## src/rtl/hdmi_island_scheduler_if.sv

```systemverilog
// Link-side bundle between the video timing generator, packet sources and the
// HDMI island scheduler. The scheduler uses the master view; timing generator,
// packet sources and TMDS encoders use the slave view.
interface hdmi_island_scheduler_if #(
    parameter int NUM_REQ = 4
);
    logic                 de;
    logic [11:0]          blank_left;
    logic [NUM_REQ-1:0]   req;
    logic [8*NUM_REQ-1:0] req_type;
    logic [NUM_REQ-1:0]   grant;
    logic [2:0]           period;
    logic [3:0]           ctl;
    logic [7:0]           pkt_type;
    logic [4:0]           pkt_index;
    logic                 pkt_start;

    modport master (
        input  de, blank_left, req, req_type,
        output grant, period, ctl, pkt_type, pkt_index, pkt_start
    );

    modport slave (
        output de, blank_left, req, req_type,
        input  grant, period, ctl, pkt_type, pkt_index, pkt_start
    );
endinterface

```

## src/rtl/hdmi_island_scheduler.sv

```systemverilog
// Per-pixel HDMI blanking sequencer: chooses control / data-island / video
// periods, round-robin arbitrates packet sources into islands that fit in the
// remaining blanking, and drives the encoder mode selects (registered, 1-cycle
// latency from de/blank_left/req).
//
// state   | meaning
// CTRL    | control period, counting toward the minimum before an island
// DI_PRE  | data-island preamble, CTL=0101
// DI_LGB  | data-island leading guard band
// DI_DATA | data-island packet pixels, grant pulses on pixel 0
// DI_TGB  | data-island trailing guard band
// VID_PRE | video preamble, CTL=0001
// VID_GB  | video leading guard band
// VIDEO   | active video
module hdmi_island_scheduler #(
    parameter int NUM_REQ      = 4,
    parameter int PREAMBLE_LEN = 8,
    parameter int GUARD_LEN    = 2,
    parameter int PACKET_LEN   = 32,
    parameter int MAX_PACKETS  = 18,
    parameter int MIN_CTRL     = 12
) (
    input  logic                    clk,
    input  logic                    rst,
    hdmi_island_scheduler_if.master bus
);
    typedef enum logic [2:0] {
        CTRL    = 3'd0,
        DI_PRE  = 3'd1,
        DI_LGB  = 3'd2,
        DI_DATA = 3'd3,
        DI_TGB  = 3'd4,
        VID_PRE = 3'd5,
        VID_GB  = 3'd6,
        VIDEO   = 3'd7
    } period_t;

    localparam int IDX_W = (NUM_REQ > 1) ? $clog2(NUM_REQ) : 1;

    // Start an island only if preamble, guards, one packet, the minimum
    // control gap and the video preamble/guard all still fit.
    localparam logic [11:0] FIT_MIN  = 12'(PREAMBLE_LEN + 2*GUARD_LEN + PACKET_LEN
                                           + MIN_CTRL + PREAMBLE_LEN + GUARD_LEN);
    // Another packet needs itself, the trailing guard and the same tail margin.
    localparam logic [11:0] CONT_MIN = 12'(PACKET_LEN + GUARD_LEN + MIN_CTRL
                                           + PREAMBLE_LEN + GUARD_LEN);
    localparam logic [11:0] GB_MAX   = 12'(GUARD_LEN);
    localparam logic [11:0] PRE_MAX  = 12'(GUARD_LEN + PREAMBLE_LEN);
    localparam logic [3:0]  PRE_LAST = 4'(PREAMBLE_LEN - 1);
    localparam logic [3:0]  GB_LAST  = 4'(GUARD_LEN - 1);
    localparam logic [4:0]  IDX_LAST = 5'(PACKET_LEN - 1);
    localparam logic [4:0]  PKT_MAX  = 5'(MAX_PACKETS);
    localparam logic [7:0]  CTRL_MIN = 8'(MIN_CTRL);

    period_t            period_q, period_d;
    logic [3:0]         ctl_q, ctl_d;
    logic [NUM_REQ-1:0] grant_q, grant_d;
    logic [7:0]         pkt_type_q, pkt_type_d;
    logic [4:0]         pkt_index_q, pkt_index_d;
    logic               pkt_start_q, pkt_start_d;
    logic [3:0]         phase_cnt_q, phase_cnt_d;
    logic [4:0]         pkt_cnt_q, pkt_cnt_d;
    logic [7:0]         ctrl_cnt_q, ctrl_cnt_d;
    logic [IDX_W-1:0]   rr_q, rr_d;
    logic               tg_violation_q, tg_violation_d;

    logic               arb_found;
    logic [IDX_W-1:0]   arb_idx;
    logic [IDX_W-1:0]   cand;
    logic               in_vid_gb, in_vid_pre;
    logic               island_fits, more_fits, take_pkt;
    logic               in_island, de_early, island_overlap;

    assign in_vid_gb   = (bus.blank_left != 12'd0) && (bus.blank_left <= GB_MAX);
    assign in_vid_pre  = (bus.blank_left > GB_MAX) && (bus.blank_left <= PRE_MAX);
    assign island_fits = (ctrl_cnt_q >= CTRL_MIN) && (|bus.req) && !bus.de
                         && (bus.blank_left >= FIT_MIN);
    assign more_fits   = arb_found && (pkt_cnt_q < PKT_MAX) && (bus.blank_left >= CONT_MIN);

    assign in_island      = period_q inside {DI_PRE, DI_LGB, DI_DATA, DI_TGB};
    assign de_early       = bus.de && (period_q != VID_GB) && (period_q != VIDEO);
    assign island_overlap = !bus.de && (in_vid_gb || in_vid_pre) && in_island;

    // Round-robin search from the pointer; the lowest offset with req set wins.
    always_comb begin
        arb_found = 1'b0;
        arb_idx   = '0;
        cand      = '0;
        for (int k = NUM_REQ - 1; k >= 0; k--) begin
            cand = IDX_W'((int'(rr_q) + k) % NUM_REQ);
            if (bus.req[cand]) begin
                arb_found = 1'b1;
                arb_idx   = cand;
            end
        end
    end

    // Next period, phase/packet counters and grant; the video path overrides all.
    always_comb begin
        period_d       = period_q;
        phase_cnt_d    = phase_cnt_q;
        pkt_cnt_d      = pkt_cnt_q;
        pkt_index_d    = '0;
        pkt_start_d    = 1'b0;
        grant_d        = '0;
        pkt_type_d     = pkt_type_q;
        rr_d           = rr_q;
        take_pkt       = 1'b0;

        if (bus.de) begin
            period_d = VIDEO;
        end else if (in_vid_gb) begin
            period_d = VID_GB;
        end else if (in_vid_pre) begin
            period_d = VID_PRE;
        end else begin
            case (period_q)
                CTRL: begin
                    if (island_fits) begin
                        period_d    = DI_PRE;
                        phase_cnt_d = PRE_LAST;
                    end
                end
                DI_PRE: begin
                    if (phase_cnt_q == 4'd0) begin
                        period_d    = DI_LGB;
                        phase_cnt_d = GB_LAST;
                    end else begin
                        phase_cnt_d = phase_cnt_q - 4'd1;
                    end
                end
                DI_LGB: begin
                    if (phase_cnt_q != 4'd0) begin
                        phase_cnt_d = phase_cnt_q - 4'd1;
                    end else if (arb_found) begin
                        take_pkt  = 1'b1;
                        pkt_cnt_d = 5'd1;
                    end else begin
                        // everyone withdrew after the fit check: close the island
                        period_d    = DI_TGB;
                        phase_cnt_d = GB_LAST;
                    end
                end
                DI_DATA: begin
                    if (pkt_index_q != IDX_LAST) begin
                        pkt_index_d = pkt_index_q + 5'd1;
                    end else if (more_fits) begin
                        take_pkt  = 1'b1;
                        pkt_cnt_d = pkt_cnt_q + 5'd1;
                    end else begin
                        period_d    = DI_TGB;
                        phase_cnt_d = GB_LAST;
                    end
                end
                DI_TGB: begin
                    if (phase_cnt_q == 4'd0) begin
                        period_d = CTRL;
                    end else begin
                        phase_cnt_d = phase_cnt_q - 4'd1;
                    end
                end
                default: period_d = CTRL;
            endcase

            if (take_pkt) begin
                period_d    = DI_DATA;
                pkt_start_d = 1'b1;
                grant_d     = NUM_REQ'(1) << arb_idx;
                pkt_type_d  = bus.req_type[{arb_idx, 3'b000} +: 8];
                rr_d        = IDX_W'((int'(arb_idx) + 1) % NUM_REQ);
            end
        end
    end

    // Mode selects, control-period counter and the sticky timing-violation flag.
    always_comb begin
        ctl_d = 4'b0000;
        if (period_d == DI_PRE) begin
            ctl_d = 4'b0101;
        end else if (period_d == VID_PRE) begin
            ctl_d = 4'b0001;
        end
        ctrl_cnt_d = 8'd0;
        if (period_d == CTRL) begin
            ctrl_cnt_d = (ctrl_cnt_q == 8'hFF) ? ctrl_cnt_q : ctrl_cnt_q + 8'd1;
        end
        tg_violation_d = tg_violation_q | de_early;
    end

    // State and registered outputs; reset aborts any island on the spot.
    always_ff @(posedge clk or posedge rst) begin
        if (rst) begin
            period_q       <= CTRL;
            ctl_q          <= '0;
            grant_q        <= '0;
            pkt_type_q     <= '0;
            pkt_index_q    <= '0;
            pkt_start_q    <= 1'b0;
            phase_cnt_q    <= '0;
            pkt_cnt_q      <= '0;
            ctrl_cnt_q     <= '0;
            rr_q           <= '0;
            tg_violation_q <= 1'b0;
        end else begin
            period_q       <= period_d;
            ctl_q          <= ctl_d;
            grant_q        <= grant_d;
            pkt_type_q     <= pkt_type_d;
            pkt_index_q    <= pkt_index_d;
            pkt_start_q    <= pkt_start_d;
            phase_cnt_q    <= phase_cnt_d;
            pkt_cnt_q      <= pkt_cnt_d;
            ctrl_cnt_q     <= ctrl_cnt_d;
            rr_q           <= rr_d;
            tg_violation_q <= tg_violation_d;
        end
    end

    // Runtime guards: de outside the video guard band is a timing-generator
    // fault; an island still running inside the video window is our own bug.
    always_ff @(posedge clk) begin
        if (!rst) begin
            assert (!de_early)
                else $warning("de raised outside VID_GB/VIDEO, island aborted");
            assert (!island_overlap)
                else $error("data island overlaps video preamble window");
        end
    end

    assign bus.period    = period_q;
    assign bus.ctl       = ctl_q;
    assign bus.grant     = grant_q;
    assign bus.pkt_type  = pkt_type_q;
    assign bus.pkt_index = pkt_index_q;
    assign bus.pkt_start = pkt_start_q;
endmodule

```

## src/flat_wrapper.sv

```systemverilog
// flat-port wrapper written by rule: the top's interface ports become plain ports
module hdmi_island_scheduler_flat 
#(
    parameter int NUM_REQ      = 4,
    parameter int PREAMBLE_LEN = 8,
    parameter int GUARD_LEN    = 2,
    parameter int PACKET_LEN   = 32,
    parameter int MAX_PACKETS  = 18,
    parameter int MIN_CTRL     = 12
)
  (clk, rst, bus_de, bus_blank_left, bus_req, bus_req_type, bus_grant, bus_period, bus_ctl, bus_pkt_type, bus_pkt_index, bus_pkt_start);
  hdmi_island_scheduler_if #(.NUM_REQ(NUM_REQ)) bus_i ();
  input  logic clk;
  input  logic rst;
  input wire logic [$bits(bus_i.de)-1:0] bus_de;
  input wire logic [$bits(bus_i.blank_left)-1:0] bus_blank_left;
  input wire logic [$bits(bus_i.req)-1:0] bus_req;
  input wire logic [$bits(bus_i.req_type)-1:0] bus_req_type;
  output wire logic [$bits(bus_i.grant)-1:0] bus_grant;
  output wire logic [$bits(bus_i.period)-1:0] bus_period;
  output wire logic [$bits(bus_i.ctl)-1:0] bus_ctl;
  output wire logic [$bits(bus_i.pkt_type)-1:0] bus_pkt_type;
  output wire logic [$bits(bus_i.pkt_index)-1:0] bus_pkt_index;
  output wire logic [$bits(bus_i.pkt_start)-1:0] bus_pkt_start;
  assign bus_i.de = bus_de;
  assign bus_i.blank_left = bus_blank_left;
  assign bus_i.req = bus_req;
  assign bus_i.req_type = bus_req_type;
  assign bus_grant = bus_i.grant;
  assign bus_period = bus_i.period;
  assign bus_ctl = bus_i.ctl;
  assign bus_pkt_type = bus_i.pkt_type;
  assign bus_pkt_index = bus_i.pkt_index;
  assign bus_pkt_start = bus_i.pkt_start;
  hdmi_island_scheduler #(.NUM_REQ(NUM_REQ), .PREAMBLE_LEN(PREAMBLE_LEN), .GUARD_LEN(GUARD_LEN), .PACKET_LEN(PACKET_LEN), .MAX_PACKETS(MAX_PACKETS), .MIN_CTRL(MIN_CTRL)) u_core (.clk(clk), .rst(rst), .bus(bus_i));
endmodule
```

## config.mk

```make
export PLATFORM = sky130hd
export DESIGN_NAME = hdmi_island_scheduler_flat
export DESIGN_NICKNAME = d
export VERILOG_FILES = /design/src/rtl/hdmi_island_scheduler_if.sv /design/src/rtl/hdmi_island_scheduler.sv /design/src/flat_wrapper.sv
export SDC_FILE = /design/constraint.sdc
export NUM_CORES = 1
export LEC_CHECK = 0
export ABC_AREA = 1
export CAP_MARGIN = 0
export CELL_PAD_IN_SITES_DETAIL_PLACEMENT = 1
export CELL_PAD_IN_SITES_GLOBAL_PLACEMENT = 1
export CORE_AREA = 2 2 94 96
export DETAILED_ROUTE_END_ITERATION = 6
export DIE_AREA = 0 0 96 98
export PLACE_DENSITY_LB_ADDON = 0.1
export SYNTH_ARGS = -nofsm -noshare
export SYNTH_HDL_FRONTEND = slang
export SYNTH_SLANG_ARGS = --single-unit
```

## constraint.sdc

```tcl
create_clock -name clk -period 5.5 [get_ports clk]
set_input_delay 0.55 -clock clk [delete_from_list [all_inputs] [get_ports clk]]
set_output_delay 0.55 -clock clk [all_outputs]
set_load 0.01 [all_outputs]
```

* Word-level counts from Yosys, hierarchy flattened
Index checks and enable logic that the tools add are counted.
Storage, ports and cells: register bits after elaboration 44, input port bits 51, output and inout port bits 25
Cells by class: shift operators 2, $add $sub $neg 8, equality and inequality tests 17, multiplexer cells 66, order comparisons 11, bitwise logic cells 3, reduce and logical (&&, ||, !) cells 19
Operators by type and width (count):
- 4-bit two-way mux | 12
- 5-bit two-way mux | 9
- 3-bit two-way mux | 11
- 32-bit by 6-bit variable part select with 8-bit output | 1
- 1-bit two-way mux | 20
- 4-bit case mux with 5 select lines | 1
- 8-bit two-way mux | 2
- 3-bit case mux with 5 select lines | 1
- 12-bit by 6-bit greater-or-equal comparator with 1-bit output (second input constant) | 1
- 12-bit by 7-bit greater-or-equal comparator with 1-bit output (second input constant) | 1
- 12-bit by 2-bit greater-than comparator with 1-bit output (second input constant) | 1
- 12-bit by 2-bit <= comparator with 1-bit output (second input constant) | 1
- 12-bit by 4-bit <= comparator with 1-bit output (second input constant) | 1
- 2-bit by 3-bit < comparator with 1-bit output (second input constant) | 4
- 12-bit nonzero test | 1
- 5-bit by 1-bit adder with 5-bit output (second input constant) | 2
- 2-bit inequality test (second input constant) | 5
- 5-bit case mux with 2 select lines | 1
- 9-bit AND reduction | 1
- 8-bit by 1-bit adder with 8-bit output (second input constant) | 1
- 1-bit binary-select mux with 2-bit select | 4
- 8-bit == test (second input constant) | 1
- 8-bit by 4-bit greater-or-equal comparator with 1-bit output (second input constant) | 1
- 2-bit two-way mux | 4
- 23 further kinds | 39

* Logic depth before layout (Yosys ltp)
Gate-level depths: netlist (run 1).
depth in word-level cells 22, mapped depth 15, gate-level depth less buffers 14

* Worst setup path after synthesis (run 1)
OpenSTA, ideal clock, no wires.
path type register to register, from reg u_core.rr_q[0], to reg u_core.rr_q[1], slack 3.618 ns, stages on the path, launching flop included 11, data arrival time 1.799 ns, path buffers 2, cells stage by stage dfrtp_1 > buf_6 > xnor2_2 > nand2_2 > nand3_4 > nand3_4 > nand2_8 > buf_12 > inv_1 > ha_1 > o21ai_0
Between the ends: longest elaborated chain between the ends 16, elaborated cells between the ends (all ways) 31, those cells by class add/sub: 4; mux: 24; reduce/logical: 3
RTL lines:
- start, declared | RTL line hdmi_island_scheduler.sv:64 | logic [IDX_W-1:0] rr_q, rr_d;
- start signal, assigned | RTL line hdmi_island_scheduler.sv:214 | rr_q <= rr_d;
- 2-bit adder | RTL line hdmi_island_scheduler.sv:90 | cand = IDX_W'((int'(rr_q) + k) % NUM_REQ);
- 1-bit binary-select mux with 2-bit select | RTL line hdmi_island_scheduler.sv:91 | if (bus.req[cand]) begin
- 1-bit two-way mux (not written as such) | RTL line hdmi_island_scheduler.sv:91
- 1-bit two-way mux (4 in series) | RTL line hdmi_island_scheduler.sv:91
- 1-bit logical AND (2 in series) | RTL line hdmi_island_scheduler.sv:78 | assign more_fits = arb_found && (pkt_cnt_q < PKT_MAX) && (bus.blank_left >= CONT_MIN);
- 1-bit two-way mux | RTL line hdmi_island_scheduler.sv:147 | end else if (more_fits) begin
- 1-bit two-way mux | RTL line hdmi_island_scheduler.sv:145 | if (pkt_index_q != IDX_LAST) begin
- 1-bit case mux with 2 select lines | RTL line hdmi_island_scheduler.sv:117 | case (period_q)
- 1-bit two-way mux | RTL line hdmi_island_scheduler.sv:114 | end else if (in_vid_pre) begin
- 1-bit two-way mux | RTL line hdmi_island_scheduler.sv:112 | end else if (in_vid_gb) begin
- 1-bit two-way mux | RTL line hdmi_island_scheduler.sv:110 | if (bus.de) begin
- 4-bit AND reduction (no source line)
Several ways; a longest one is shown, not always the timed one. The select of a mux whose other input is x is not followed. A chain may end at the register's enable or synchronous reset.

* Worst setup path after layout (run 1)
from in bus_blank_left[11], to reg u_core.rr_q[1]
Between the ends: longest elaborated chain between the ends 9, elaborated cells between the ends (all ways) 17, those cells by class order compare: 4; mux: 6; bitwise: 2; reduce/logical: 5
RTL lines:
- start, declared | RTL line flat_wrapper.sv:16 | input wire logic [$bits(bus_i.blank_left)-1:0] bus_blank_left;
- 12-bit by 6-bit greater-or-equal comparator with 1-bit output | RTL line hdmi_island_scheduler.sv:78
- 1-bit logical AND | RTL line hdmi_island_scheduler.sv:78
- 1-bit two-way mux | RTL line hdmi_island_scheduler.sv:147
- 1-bit two-way mux | RTL line hdmi_island_scheduler.sv:145
- 1-bit case mux with 2 select lines | RTL line hdmi_island_scheduler.sv:117
- 1-bit two-way mux | RTL line hdmi_island_scheduler.sv:114
- 1-bit two-way mux | RTL line hdmi_island_scheduler.sv:112
- 1-bit two-way mux | RTL line hdmi_island_scheduler.sv:110
- 4-bit AND reduction (no source line) *
Every way passes the cells marked *; elsewhere a longest branch is shown, timed or not. The select of a mux whose other input is x is not followed.

==> metrics.md, run 1 <==
| Metric | Value |
|---|---|
| ANT cells | 0 |
| Nets | 586 |
| Worst-Margin Slew | 0.795 ns |
| Crit path cell chain | clkdlybuf4s50_1 > nor2_1 > nand2_1 > nor2_2 > nand3b_1 > nand2_1 > nand2_1 > nor2_2 > inv_1 > nor2_2 > inv_2 > nand2_1 > o21ai_0 |
| Initial antenna violation count | 0 |
| CP Capture Type | flip-flop |
| Avg WL per Cell | 12.7 um |
| Die Wd | 96 um |
| Pwr dens | 437 nW/um2 |
| Post-synth top cells | 117 x nand2_1, 77 x inv_1, 61 x nand3_1, 50 x nor2_1, 42 x dfrtp_1 |
| Synth area leaders | dfrtp_1 34%, nand2_1 14%, nand3_1 9.9% |
| Switching share of power | 45.8% |
| Number of flops mapped to enable cells by yosys | 0 |
| CP startpoint kind | input pin |
| H-Tree Depth | 2 |
| CTS sink count | 42 |
| Initial core utilization | 36.6% |
| First-pass GRT wire length | 13,800 um |
| Detail Placement HPWL | 6360 um |
| Setup violations, final | 0 |
| Design area | 4020 um2 |
| Setup crit end | u_core.rr_q[1] |
| Gr usage total | 18.3% |
| CP max-delay cell | nor2_2 |
| P_int | 951 uW |
| CP startpoint | bus_blank_left[11] |
| Placed instance area | 3880 um2 |
| Post_cts resized | 0 |
| Cell Area, Synth | 3100 um2 |
| Stages on the worst setup path | 13 |
| Required time worst endpoint | 5.69 ns |
| Count leader, synth | nand2_1 |
| DRC viols | 0 |
| R2R depth | 11 |
| Max IR drop VDD | 459 uV |
| Hold Violations, Final | 0 |
| Crit path DAT | 3.00 ns |
| Status | finished clean |
| Maximum clock path buffer count | 2 |
| Primary FF master, synth | dfrtp_1 |
| Clock Power Share | 17.0% |
| Largest net degree at the start of global routing | 43 |
| Clock Pin Slew Worst Setup and Hold Paths | 0.09 ns |
| Top-area cell type share of the netlist area | 33.9% |
| Fin crit share | 51.2% |
| F_max | 0.355 GHz |
| Initial DRC count | 64 |
| Post-CTS Hold Buffers | 0 |
| Register bit count reported by yosys | 42 |
| First drt pass iteration count | 4 |
| Reg2reg end | u_core.rr_q[1] |
| Number of global-route vias before repair | 3,019 |
| Clk_lat worst skew | 0.31 ns |
| DRT antenna net count | 0 |
| Worst R2R Setup Slack | 2.87 ns |
| Routed wire length | 8030 um |
| Final Max Slew Viols | 0 |
| Asr flop ratio synth | 100% |
| Area Overhead vs Synth | 29.6% |
| Yosys top cell by area | dfrtp_1 |
| Syn avg cell area | 6.87 um2 |
| Unrepaired setup endpoints after global routing | no |
| Max-cap violations | 0 |
| I/O Pins | 76 |
| CP most frequent cell | nand2_1 |
| P_sw | 802 uW |
| Cells after Synth | 451 |
| Slew HR | 46.9% |
| Worst Hold Class | flip-flop to flip-flop |
| Num rows | 34 |
| Worst path bufs/invs | 3 |
| Critical Path Max Stage Delay | 0.61 ns |
| IO Port Bufs | 73 |
| Num CTS Buffers | 5 |
| Die area | 9410 um2 |
| Hold depth | 2 |
| CORE AREA | 8470 um2 |
| CTS tree | done |
| Post-layout power | 1.75 mW |
| CP top delay family | simple AND/OR/NAND/NOR gates |
| Tmin final | 2.82 ns |
| Post-synthesis sequential area ratio | 33.9% |
| Critical path class | input pin to flip-flop |
| Leak Pwr | 2.04 nW |
| Vias | 2,981 |
| Synth unique cells | 36 |
| Post-CTS Repair Setup Buffers | 0 |
| Root Buffer | clkbuf_8 |
| Synthesis Warnings | 0 |
| Layout cell share with drive strength beyond 1 | 8.57% |
| Hold WS | 0.505 ns |
| Setup TNS | 0 ns |
| Vias/cell | 4.71 |
| Logic pwr share | 55.6% |
| R2R Path Start | u_core.bus.pkt_index[0] |
| Sequential power share | 27.4% |
| Placer Congestion | 0.858 |
| Final Skew | 0.00830 ns |
| Final core utilization | 47.4% |
| Grt ovf | 0 |
| Peak fanout along the critical path | 21 |
| Die height | 98 um |
==> worst reg2reg max path: stages (launching register included) <==
cell and delay, ns:
dfrtp_1 0.41, ha_1 0.19, nand2_1 0.08, nor2_1 0.14
ha_1 0.19, inv_1 0.06, o21ai_0 0.16, nand2_1 0.11
nor2_2 0.64, inv_2 0.29, nand2_1 0.13, o21ai_0 0.10
==> worst min-delay path by stage <==
stage | from | endpoint | slack, ns
after floorplan | u_core.phase_cnt_q[1] | u_core.phase_cnt_q[1] | 0.46
after global placement | u_core.bus.pkt_type[1] | u_core.bus.pkt_type[1] | 0.49
after detailed placement | u_core.bus.pkt_type[3] | u_core.bus.pkt_type[3] | 0.48
after CTS | u_core.bus.pkt_type[1] | u_core.bus.pkt_type[1] | 0.50
after global routing | u_core.bus.pkt_index[0] | u_core.bus.pkt_index[0] | 0.54
final | u_core.bus.pkt_type[1] | u_core.bus.pkt_type[1] | 0.51
==> routing by layer <==
metal,part of all wire (%),global-route usage (%)
met5,0,0
met4,1.5,5.60
met3,2.8,2.55
met2,50,30.8
met1,46,24.1
==> kinds of logic after synthesis <==
| logic type | synth area share [%] |
|---|---|
| compound gates | 5.69 |
| xor+xnor | 2.79 |
| fa+ha+maj | 4.44 |
| buf+inv | 12.9 |
| flops | 33.9 |
| other cells | 0.121 |
| simple gates | 40.2 |
==> power by group through the flow <==
stage	Clock, mW	Combinational (mW)	Sequential, mW
6_report	0.299	0.975	0.480
5_1_grt	0.318	1.11	0.495
4_1_cts	0.304	0.990	0.483
3_5_place_dp	0	0.983	0.486
3_3_place_gp	0	0.954	0.488
2_1_floorplan	0	0.749	0.469
==> registers in the layout, indices dropped and copies added, names as in the netlist <==
register and cells:
u_core.bus.pkt_index 5, u_core.bus.period 3, u_core.bus.pkt_type 8, u_core.rr_q 2, u_core.bus.grant 4, u_core.bus.pkt_start 1, u_core.pkt_cnt_q 5, u_core.phase_cnt_q 4
u_core.ctrl_cnt_q 8, u_core.bus.ctl 2
==> cells in the final DEF (no fill, tap or decap), drive strengths merged <==
master	netlist	final
a21boi	1	1
a21oi	4	4
a22oi	1	1
and2	2	2
buf	8	1
bufinv	0	2
clkbuf	1	5
clkdlybuf4s50	0	73
clkinv	0	2
conb	1	2
dfrtp	42	42
ha	11	11
inv	80	79
nand2	134	134
nand3	65	65
nand3b	2	2
nand4	2	2
nor2	55	55
nor3	6	6
nor3b	1	1
nor4	1	1
o2111ai	1	1
o21ai	22	22
or2	2	2
xnor2	3	3
xor2	6	6
==> area by class of cell <==
class | instances | area, um2
Timing Repair Buffer | 74 | 738
Sequential cell | 42 | 1050
Clock inverter | 3 | 68.8
Fill cell | 1101 | 4450
Inverter | 80 | 300
Clock buffer | 5 | 68.8
Multi-Input combinational cell | 321 | 1650
Tap cell | 108 | 135
==> through the flow <==
step	setup WS (ns)	instances
4_1_cts	2.67	633
6_report	2.68	633
2_1_floorplan	3.62	452
3_3_place_gp	2.55	625
3_5_place_dp	2.35	625
5_1_grt	2.34	633
No activity file was read; power rests on OpenSTA's default activity.
==> run 2, diff against run 1 <==
--- a/config.mk
+++ b/config.mk
@@ -9,9 +9,9 @@
 export CAP_MARGIN = 0
 export CELL_PAD_IN_SITES_DETAIL_PLACEMENT = 1
 export CELL_PAD_IN_SITES_GLOBAL_PLACEMENT = 1
-export CORE_AREA = 2 2 94 96
+export CORE_AREA = 2 2 102 104
 export DETAILED_ROUTE_END_ITERATION = 6
-export DIE_AREA = 0 0 96 98
+export DIE_AREA = 0 0 104 106
 export PLACE_DENSITY_LB_ADDON = 0.1
 export SYNTH_ARGS = -nofsm -noshare
 export SYNTH_HDL_FRONTEND = slang
==> constraint.sdc (replaced) <==
create_clock -name clk -period 2.47 [get_ports clk]
set_input_delay 0.247 -clock clk [delete_from_list [all_inputs] [get_ports clk]]
set_output_delay 0.247 -clock clk [all_outputs]
set_load 0.01 [all_outputs]
==> run 2 against run 1 <==
Wire length is 6.2% higher. Largest cell class unchanged. Design area grew 1.8%. Highest routed layer unchanged. Flip-flop and latch count unchanged. Worst hold slack got worse by 0.20 ns. Global-route usage is 2.0 points lower. Largest power group unchanged.
==> metrics.md, run 2 (synthesized netlist as in run 1, its figures left out) <==
| Metric | Value |
|---|---|
| CP most frequent cell | nand2_4 |
| Die Wd | 104 um (+8.3%) |
| Max IR drop VDD | 472 uV (+2.8%) |
| First drt pass iteration count | 4 (unchanged) |
| Post-CTS Hold Buffers | 0 (unchanged) |
| Area Overhead vs Synth | 31.9% |
| DRT antenna net count | 0 (unchanged) |
| Maximum clock path buffer count | 2 (unchanged) |
| Required time worst endpoint | 2.70 ns (-2.99 ns) |
| Post-CTS Repair Setup Buffers | 0 (unchanged) |
| H-Tree Depth | 2 (unchanged) |
| Die height | 106 um (+8.2%) |
| Final Max Slew Viols | 0 (unchanged) |
| Vias | 3,031 (+1.7%) |
| Worst Hold Class | input pin to async pin |
| Clk_lat worst skew | 0.31 ns (about the same) |
| Worst R2R Setup Slack | 0.30 ns (-2.57 ns) |
| Most frequent cells in the layout | 117 x nand2_1, 76 x inv_1, 73 x clkdlybuf4s50_1, 60 x nand3_1, 50 x nor2_1 |
| First-pass GRT wire length | 14,900 um (+8.0%) |
| CP startpoint kind | flip-flop |
| Crit path cell chain | buf_4 > o21ai_2 > nand2_2 > nand3_4 > nand2_4 > nand2_4 > nand2_8 > inv_1 > ha_1 > o21ai_0 |
| Leak Pwr | 2.06 nW (+0.87%) |
| CTS sink count | 42 (unchanged) |
| Hold Violations, Final | 0 (unchanged) |
| Num rows | 37 (+8.8%) |
| Routed wire length | 8530 um (+6.2%) |
| Grt ovf | 0 (unchanged) |
| Initial antenna violation count | 0 (unchanged) |
| Num CTS Buffers | 5 (unchanged) |
| Nets | 593 (+1.2%) |
| Reg2reg end | u_core.rr_q[1] |
| Post-layout power | 3.86 mW (+120%) |
| Avg WL per Cell | 12.8 um (+0.66%) |
| CP max-delay cell | dfrtp_1 |
| Largest net degree at the start of global routing | 22 (-49%) |
| Filler cells | 1,318 (+20%) |
| Critical path class | flip-flop to flip-flop |
| Die area | 11,000 um2 (+17%) |
| Tmin final | 2.17 ns |
| Worst-Margin Slew | 0.792 ns (-0.00260 ns) |
| Vias/cell | 4.54 (-3.7%) |
| Setup violations, final | 0 (unchanged) |
| Unrepaired setup endpoints after global routing | no |
| Final core utilization | 40.9% (-6.5 points) |
| R2R Path Start | u_core.rr_q[0] |
| Initial core utilization | 31.0% (-5.6 points) |
| Placer Congestion | 0.760 (-11%) |
| CP Capture Type | flip-flop |
| DRC viols | 0 (unchanged) |
| Root Buffer | clkbuf_8 |
| R2R depth | 10 (-1) |
| CORE AREA | 10000 um2 (+18%) |
| Slew HR | 46.8% (-0.096 points) |
| Initial DRC count | 82 (+28%) |
| Critical Path Max Stage Delay | 0.48 ns (-0.13 ns) |
| IO Port Bufs | 73 (unchanged) |
| Setup TNS | 0 ns (unchanged) |
| F_max | 0.461 GHz |
| I/O Pins | 76 (unchanged) |
| Gr usage total | 16.3% (-2.0 points) |
| Clock Pin Slew Worst Setup and Hold Paths | 0.09 ns (about the same) |
| Hold WS | 0.303 ns (-0.202 ns) |
| Detail Placement HPWL | 6870 um (+7.9%) |
| Crit path DAT | 2.40 ns (-0.60 ns) |
| Number of global-route vias before repair | 3,161 (+4.7%) |
| Max-cap violations | 0 (unchanged) |
| Peak fanout along the critical path | 19 (-9.5%) |
| Final Skew | 0.00708 ns (-0.00122 ns) |
| Layout cell share with drive strength beyond 1 | 10.2% (+1.6 points) |
| Status | finished clean |
| Fin crit share | 87.9% |
| ANT cells | 0 (unchanged) |
| CTS tree | done |
| Pwr dens | 944 nW/um2 (+120%) |
| Commonest non-fill, non-tap cell in the layout | nand2_1 |
run 2: layout make-up:
cell class,count,area [um2],area share [%]
Timing Repair Buffer,81,791,19.3
Clock inverter,3,45.0,1.10
Multi-Input combinational cell,321,1660,40.7
Clock buffer,5,68.8,1.68
Sequential cell,42,1050,25.7
Inverter,80,300,7.34
Tap cell,136,170,4.16
run 2: how the worst max path moves through the flow:
| stage | start | to | slack [ns] | depth (start not counted) |
|---|---|---|---|---|
| detailed placement | bus_blank_left[7] | u_core.ctrl_cnt_q[1] | 0.09 | 12 |
| CTS | u_core.bus.pkt_index[0] | u_core.phase_cnt_q[3] | 0.17 | 10 |
| global placement | bus_blank_left[7] | u_core.pkt_cnt_q[1] | 0.19 | 13 |
| global route | u_core.rr_q[0] | u_core.rr_q[1] | 0.07 | 11 |
| floorplan | u_core.rr_q[0] | u_core.rr_q[1] | 0.59 | 10 |
| finish | u_core.rr_q[0] | u_core.rr_q[1] | 0.30 | 10 |
run 2: worst max-delay path: cells and delay by family, from the launching register on:
| kind | cells | cell delay [ns] |
|---|---|---|
| compound gates | 2 | 0.37 |
| flops | 1 | 0.48 |
| fa+ha+maj | 1 | 0.24 |
| buf+inv | 2 | 0.37 |
| simple gates | 5 | 0.63 |
run 2: layer usage:
metal / track usage (%) / wire, um / vias up
li1: - / - / 1554
met1: 20.0 / 3910 / 1421
met2: 30.0 / 4270 / 49
met3: 2.76 / 268 / 7
met4: 3.47 / 79 / 0
met5: 0 / 0 / -
run 2: report_power, final:
group	internal (mW)	total (mW)	switching (mW)
clock network	0.301	0.573	0.272
registers	0.861	1.04	0.180
logic	0.896	2.25	1.35
run 2: what timing repair did:
| item | 4_1_cts | 5_1_grt |
|---|---|---|
| setup endpoints to repair | 0 | 7 |
| endpoints found under the hold margin | 0 | 0 |
| gates resized for setup | 0 | 2 |
run 2: stage by stage:
stage / std cells / worst slack (ns) / area [um2]
final: 668 / 0.299 / 4090
after global routing: 668 / 0.0656 / 4090
after CTS: 668 / 0.165 / 4080
after detailed placement: 660 / 0.0931 / 3970
after global placement: 660 / 0.194 / 3970
after floorplan: 452 / 0.588 / 3100
